===== src/rtl/sap1_pkg.sv =====
// Shared definitions for the SAP-1 program loader: FSM states,
// default geometry and RAM read/write strobe encodings.
package sap1_pkg;

    typedef enum logic [2:0] {
        S_IDLE,
        S_WAIT_BYTE,
        S_SETUP,
        S_WRITE,
        S_READ,
        S_CHECK,
        S_DONE
    } state_t;

    localparam int DEPTH_DEF = 16;
    localparam int AW_DEF    = 4;

    // Polarity of ram_leitura_escrita
    localparam logic STROBE_READ  = 1'b1;
    localparam logic STROBE_WRITE = 1'b0;

endpackage


===== src/rtl/carregador_ram.sv =====
// Program loader: accepts DEPTH bytes from a valid/ready source, writes
// them into the SAP-1 RAM with a SETUP/WRITE strobe sequence, then reads
// the whole RAM back and flags a mismatch between the two byte sums.
module carregador_ram
    import sap1_pkg::*;
#(
    parameter int DEPTH = DEPTH_DEF,
    parameter int AW    = AW_DEF
) (
    input  logic          clk,
    input  logic          rst_n,
    input  logic          start,
    input  logic [7:0]    byte_in,
    input  logic          byte_valid,
    output logic          byte_ready,
    output logic [AW-1:0] ram_addr,
    output logic [7:0]    ram_data_in,
    output logic          ram_run_prog,
    output logic          ram_ce,
    output logic          ram_leitura_escrita,
    input  logic [7:0]    ram_data_out,
    output logic          busy,
    output logic          done,
    output logic          erro,
    output logic [7:0]    checksum
);

    localparam logic [AW-1:0] LAST_ADDR = AW'(DEPTH - 1);

    state_t        state_q, state_d;
    logic [AW-1:0] addr_q, addr_d;
    logic [7:0]    data_q, data_d;
    logic [7:0]    sum_q, sum_d;
    logic [7:0]    rsum_q, rsum_d;
    logic          erro_q, erro_d;

    // State and datapath registers with synchronous active-low reset
    always_ff @(posedge clk) begin
        if (!rst_n) begin
            state_q <= S_IDLE;
            addr_q  <= '0;
            data_q  <= '0;
            sum_q   <= '0;
            rsum_q  <= '0;
            erro_q  <= 1'b0;
        end else begin
            state_q <= state_d;
            addr_q  <= addr_d;
            data_q  <= data_d;
            sum_q   <= sum_d;
            rsum_q  <= rsum_d;
            erro_q  <= erro_d;
        end
    end

    // Next-state, datapath updates and RAM control decoded from state
    always_comb begin
        state_d             = state_q;
        addr_d              = addr_q;
        data_d              = data_q;
        sum_d               = sum_q;
        rsum_d              = rsum_q;
        erro_d              = erro_q;
        byte_ready          = 1'b0;
        ram_ce              = 1'b0;
        ram_leitura_escrita = STROBE_READ;
        ram_run_prog        = 1'b0;
        busy                = 1'b1;
        done                = 1'b0;

        case (state_q)
            S_IDLE, S_DONE: begin
                busy = 1'b0;
                done = (state_q == S_DONE);
                if (start) begin
                    addr_d  = '0;
                    sum_d   = '0;
                    rsum_d  = '0;
                    erro_d  = 1'b0;
                    state_d = S_WAIT_BYTE;
                end
            end
            S_WAIT_BYTE: begin
                byte_ready = 1'b1;
                if (byte_valid) begin
                    data_d  = byte_in;
                    sum_d   = sum_q + byte_in;
                    state_d = S_SETUP;
                end
            end
            S_SETUP: begin
                ram_run_prog = 1'b1;
                state_d      = S_WRITE;
            end
            S_WRITE: begin
                ram_ce              = 1'b1;
                ram_leitura_escrita = STROBE_WRITE;
                ram_run_prog        = 1'b1;
                if (addr_q == LAST_ADDR) begin
                    addr_d  = '0;
                    state_d = S_READ;
                end else begin
                    addr_d  = addr_q + AW'(1);
                    state_d = S_WAIT_BYTE;
                end
            end
            S_READ: begin
                ram_ce = 1'b1;
                rsum_d = rsum_q + ram_data_out;
                if (addr_q == LAST_ADDR) begin
                    state_d = S_CHECK;
                end else begin
                    addr_d = addr_q + AW'(1);
                end
            end
            S_CHECK: begin
                erro_d  = (rsum_q != sum_q);
                state_d = S_DONE;
            end
            default: begin
                busy    = 1'b0;
                state_d = S_IDLE;
            end
        endcase
    end

    assign ram_addr    = addr_q;
    assign ram_data_in = data_q;
    assign erro        = erro_q;
    assign checksum    = sum_q;

endmodule


===== config.mk =====
export PLATFORM = sky130hd
export DESIGN_NAME = carregador_ram
export DESIGN_NICKNAME = d
export VERILOG_FILES = /design/src/rtl/sap1_pkg.sv /design/src/rtl/carregador_ram.sv
export SDC_FILE = /design/constraint.sdc
export NUM_CORES = 1
export LEC_CHECK = 0
export CAP_MARGIN = 25
export CORE_AREA = 5 5 76 78
export DETAILED_ROUTE_END_ITERATION = 12
export DIE_AREA = 0 0 81 83
export HOLD_SLACK_MARGIN = 0.1
export PLACE_DENSITY = 0.7
export RECOVER_POWER = 25
export SLEW_MARGIN = 20
export SYNTH_ARGS = -nofsm -noshare
export SYNTH_HDL_FRONTEND = slang
export SYNTH_SLANG_ARGS = --single-unit

===== constraint.sdc =====
create_clock -name clk -period 3.1 [get_ports clk]
set_clock_uncertainty 0.15 [all_clocks]
set_input_delay 0.93 -clock clk [delete_from_list [all_inputs] [get_ports clk]]
set_output_delay 0.93 -clock clk [all_outputs]
set_load 0.01 [all_outputs]

; Yosys cells after proc, flatten, opt, wreduce, memory -nomap -nowiden
; Index checks and enable logic that the tools add are counted.
[op_classes]
n_div = 0
addsub = 3
n_lt_le_gt_ge = 0
n_bitwise = 0
mul = 0
eq_ne = 12
n_reduce_logical = 15
n_shift = 0
n_mux = 21
[op_table]
columns = operator, count
row1 = one-hot mux 8 bit (2 select lines), 2
row2 = one-hot mux 3 bit (6 select lines), 1
row3 = adder 8 bit, 2
row4 = two-way mux 8 bit, 2
row5 = two-way mux 3 bit, 4
row6 = two-way mux 4 bit, 3
row7 = one-hot mux 4 bit (3 select lines), 1
row8 = == test 3 bit (second input constant), 3
row9 = AND reduction 3 bit, 3
row10 = != test 2 bit (second input constant), 4
row11 = != test 8 bit, 1
row12 = two-way mux 1 bit, 7
row13 = == test 3 x 2 -> 1 bit (second input constant), 2
row14 = AND reduction 2 bit, 3
row15 = nonzero test 2 bit, 3
row16 = OR reduction 2 bit, 3
row17 = OR reduction 5 bit, 1
row18 = adder 4 x 1 -> 4 bit (second input constant), 1
row19 = == test 4 bit (second input constant), 1
row20 = == test 3 x 1 -> 1 bit (second input constant), 1
row21 = zero test 3 bit, 1
row22 = nonzero test 3 bit, 1
row23 = one-hot mux 1 bit (2 select lines), 1
[totals]
rom_bits = 0
inputBits = 20
regBits = 32
mem_count = 0
ram_bits = 0
latch_bits = 0
word_cells = 57

; Longest topological paths before layout
[depth]
ltp_word = 4
ltp_mapped = 9
ltp_nobuf = 7

; Least setup slack after synthesis
; Ideal clock, no wire load.
[synth_timing]
path_type = input to register
startpoint = input port byte_in[0]
endpoint = register sum_q[4] (netlist: checksum[4])
slack_ns = 0.494
n_path_buf = 0
arrival_ns = 2.385
path_stages = 7
cell_sequence = ha_1 -> fa_1 -> a21o_1 -> a21oi_1 -> xor2_1 -> or3_1 -> a21oi_1
[synth_via]
elab_chain_cells = 3
[synth_rtl]
columns = element, line
row1 = start: declaration, carregador_ram.sv:13  ; input logic [7:0] byte_in,
row2 = adder 8 bit, carregador_ram.sv:87  ; sum_d = sum_q + byte_in;
row3 = two-way mux 8 bit, carregador_ram.sv:85  ; if (byte_valid) begin
row4 = one-hot mux 8 bit (2 select lines), carregador_ram.sv:71  ; case (state_q)
row5 = end signal: assignment, carregador_ram.sv:50  ; sum_q <= sum_d;
row6 = end: declaration, carregador_ram.sv:33  ; logic [7:0] sum_q, sum_d;
; Every way passes these cells. The select of a mux whose other input is x is not followed.
; A chain may end at the register's enable or synchronous reset.

; Worst setup path in the final report
[layout_timing]
startpoint = register state_q[2]
endpoint = output port byte_ready
[layout_via]
elab_chain_cells = 2
[layout_rtl]
columns = element, line
row1 = start: declaration, carregador_ram.sv:30  ; state_t state_q, state_d;
row2 = start signal: assignment, carregador_ram.sv:47  ; state_q <= state_d;
row3 = == test 3 x 1 -> 1 bit, carregador_ram.sv:71
row4 = two-way mux 1 bit, carregador_ram.sv:71
row5 = end: declaration, carregador_ram.sv:15  ; output logic byte_ready,
; Every way passes these cells.

==> impl_metrics.py <==
metrics = {
    "clock_tree": {
        "hold_buffers": 0,
        "cts_buffers": 5,
        "cts_setup_buffers": 0,
        "cts_root_buffer": "clkbuf_8",
        "clk_path_buf_depth": 2,
        "clk_latency_ps": 290,
        "cts_sinks": 32,
        "clkTransAtPathRegs_ps": 70,
        "htree_levels": 2,
        "cts_tree": "yes",
    },
    "setup_path": {
        "crit_fanout": 12,
        "cp_data_required_time_ps": 2020,
        "endpoint_kind": "primary output",
        "reg2reg_setup_slack_ps": 810,
        "cp.arrival_ps": 1870,
        "path_class": "reg -> out",
        "start_kind": "flip-flop",
    },
    "power_and_ir_drop": {
        "p_per_area_mw_per_mm2": 625,
        "leakage_nw": 1.15,
        "irDropWorstVdd_uv": 333,
    },
    "global_route": {
        "grt-ovfl-total": 0,
        "antenna_found_initial": 0,
        "grt_pass1_vias": 1932,
        "grt_pass1_wl_mm": 8.78,
        "track_usage_pct": 16.1,
        "grt_max_degree": 16,
    },
    "synth": {
        "synth_top_area_share_pct": 29.5,
        "synth_nets": 308,
        "yosys_warnings": 0,
        "synth_cell_types": 50,
        "synth_top_family_by_area": "compound AO/OA/AOI/OAI gates",
        "synth_ff_type": "dfxtp_1",
        "synth-compound-area-share_pct": 25.2,
        "synth_area_leaders": "dfxtp_1 (30%), ha_1 (9.8%), a21oi_1 (6.2%)",
        "muxShareOfSynthArea_pct": 1.90,
        "ys_seq_elements": 32,
        "syn-mean-instance-area_um2": 8.07,
        "synthXorXnorAreaFrac_pct": 6.46,
        "synthAdderAreaFrac_pct": 11.6,
        "syn-instance-count": 269,
        "ys_seq_area_share_pct": 29.5,
        "synth_edf_count": 0,
        "synth_area_mm2": 0.00217,
        "ys_async_sr_fraction_pct": 0,
        "synth-simple-area-share_pct": 21.0,
        "synth_top_cell_by_area": "dfxtp_1",
    },
    "floorplanning": {
        "fp-row-count": 26,
        "die_h_um": 83,
        "initial_core_util_pct": 43.3,
        "core_area_mm2": 0.00501,
        "chipWidth_um": 81,
        "dieArea_mm2": 0.00672,
        "io_pins": 47,
    },
    "drt": {
        "viasPerCell": 5.38,
        "ant_nets": 0,
        "dr.pass1.iters": 4,
        "wl_per_cell_um": 13.4,
        "drtIter0Drc": 93,
        "drt-total-wl_mm": 5.21,
        "vias": 2098,
        "drc_errors": 0,
    },
    "final_layout": {
        "antenna_cells": 0,
        "area_growth_pct": 30.0,
        "drive_above_1_share_pct": 7.81,
        "stdcell_area_mm2": 0.00282,
        "final_nets": 358,
        "fillCellCount": 504,
    },
    "sta": {
        "fin_crit_sh_pct": 95.0,
        "holdWs_ps": 303,
        "fmax_ghz": 0.339,
        "hold_violations": 0,
        "setup_viol": 0,
        "rsz0062_at_grt": "false",
        "min_period_ps": 2950,
        "worstMarginPinSlew_ps": 732,
        "slew_headroom_pct": 50.8,
        "drv_slew": 0,
    },
    "run": {
        "drv_cap": 0,
    },
    "place": {
        "place_congestion": 0.835,
        "hpwlAfterDp_mm": 4.09,
        "port_buffers": 46,
        "place_area_mm2": 0.00273,
    },
    "run_status": {
        "outcome": "complete, no violations",
    },
    "hold_path": {
        "hold_class": "reg -> reg",
    },
}
## layer usage
layer | routed length, um | global-route usage [%] | up-vias
met4 | 38 | 4.15 | 0
met3 | 303 | 4.76 | 4
met2 | 2400 | 25.5 | 45
li1 | - | - | 1081
met1 | 2470 | 21.0 | 968
met5 | 0 | 0 | -
## power by group
| part | total (W) | leakage (nW) | internal [W] | switching (W) |
|---|---|---|---|---|
| Sequential | 0.000566 | 0.260 | 0.000475 | 0.0000910 |
| Combinational | 0.000872 | 0.851 | 0.000414 | 0.000458 |
| Clock | 0.000326 | 0.0404 | 0.000159 | 0.000168 |
## registers in the layout, indices dropped and copies added (netlist names)
name / flops
ram_data_in: 8
rsum_q: 8
checksum: 8
ram_addr: 4
erro: 1
state_q: 3
## worst max-delay path, cell delays in order (launching register included)
cell,delay (ps)
dfxtp_1,550
inv_1,200
nand3_1,230
inv_1,100
clkdlybuf4s50_1,490
## through the flow
step | setup WS (ps) | std cells | total power (W) | TNS (ps) | utilization [%]
after global placement | -5.27 | 382 | 0.00144 | -5.27 | 54.5
after floorplan | 494 | 269 | 0.00116 | 0 | -
after global routing | 2.26 | 390 | 0.00192 | 0 | 56.3
final | 154 | 390 | 0.00176 | 0 | 56.3
after CTS | 141 | 390 | 0.00178 | 0 | 56.3
after detailed placement | -49.7 | 382 | 0.00145 | -54.0 | 54.5
## path summary, 6_finish.rpt
check / startpoint / to / depth (start not counted)
worst max-delay path: state_q[2] / byte_ready / 4
worst min register to register: ram_data_in[3] / ram_data_in[3] / 2
worst min-delay path: ram_data_in[3] / ram_data_in[3] / 2
worst max register to register: state_q[2] / checksum[5] / 8
## layout by cell type, fill, tap and decap left out, types with 3 or more instances in the layout
master	Yosys	final
clkdlybuf4s50_1	0	40
nand2_1	32	32
dfxtp_1	32	31
a21oi_1	27	27
nor2_1	18	18
ha_1	17	17
o21ai_0	16	16
buf_4	1	10
xnor2_1	9	9
nand3_1	8	8
nor3_1	8	8
xor2_1	7	7
inv_1	6	6
a21o_1	6	6
a22oi_1	6	6
dlygate4sd3_1	0	6
nor2b_1	5	5
a211oi_1	5	5
clkbuf_8	0	5
or3_1	4	4
and3_1	4	4
o31ai_1	3	3
o21bai_1	3	3
mux2i_1	3	3
nand2b_1	3	3
## timing repair
action                                  in CTS  in global routing
endpoints found under the hold margin        0                  0
resized for setup                            0                  1
endpoints found under the setup margin       0                  1
## synth_stat cells (3+ instances only)
| cell type | count |
|---|---|
| a21o_1 | 6 |
| xnor2_1 | 9 |
| a21oi_1 | 27 |
| xor2_1 | 7 |
| and3_1 | 4 |
| nor2b_1 | 5 |
| a211oi_1 | 5 |
| nand2b_1 | 3 |
| buf_2 | 4 |
| inv_1 | 6 |
| nand3_1 | 8 |
| a22oi_1 | 6 |
| nand2_1 | 32 |
| o21ai_0 | 16 |
| ha_1 | 17 |
| dfxtp_1 | 32 |
| mux2i_1 | 3 |
| nor3_1 | 8 |
| o31ai_1 | 3 |
| o21bai_1 | 3 |
| clkbuf_1 | 7 |
| nor2_1 | 18 |
| or3_1 | 4 |
## area by class of cell
type	count	area [um^2]	share of cell area [%]
Multi-Input combinational cell	217	1440	51.0
Sequential cell	32	642	22.7
Timing Repair Buffer	56	536	19.0
Tap cell	70	87.6	3.10
Clock buffer	5	68.8	2.44
Inverter	7	26.3	0.931
Clock inverter	3	23.8	0.842
## cells by family after synthesis
logic type | Yosys count
multiplexers | 4
buffers and inverters | 20
AND/OR/NAND/NOR | 92
adder cells (fa/ha/maj) | 19
AO/OA/AOI/OAI | 86
flip-flops | 32
XOR/XNOR | 16
(Power assumes the default switching activity.)
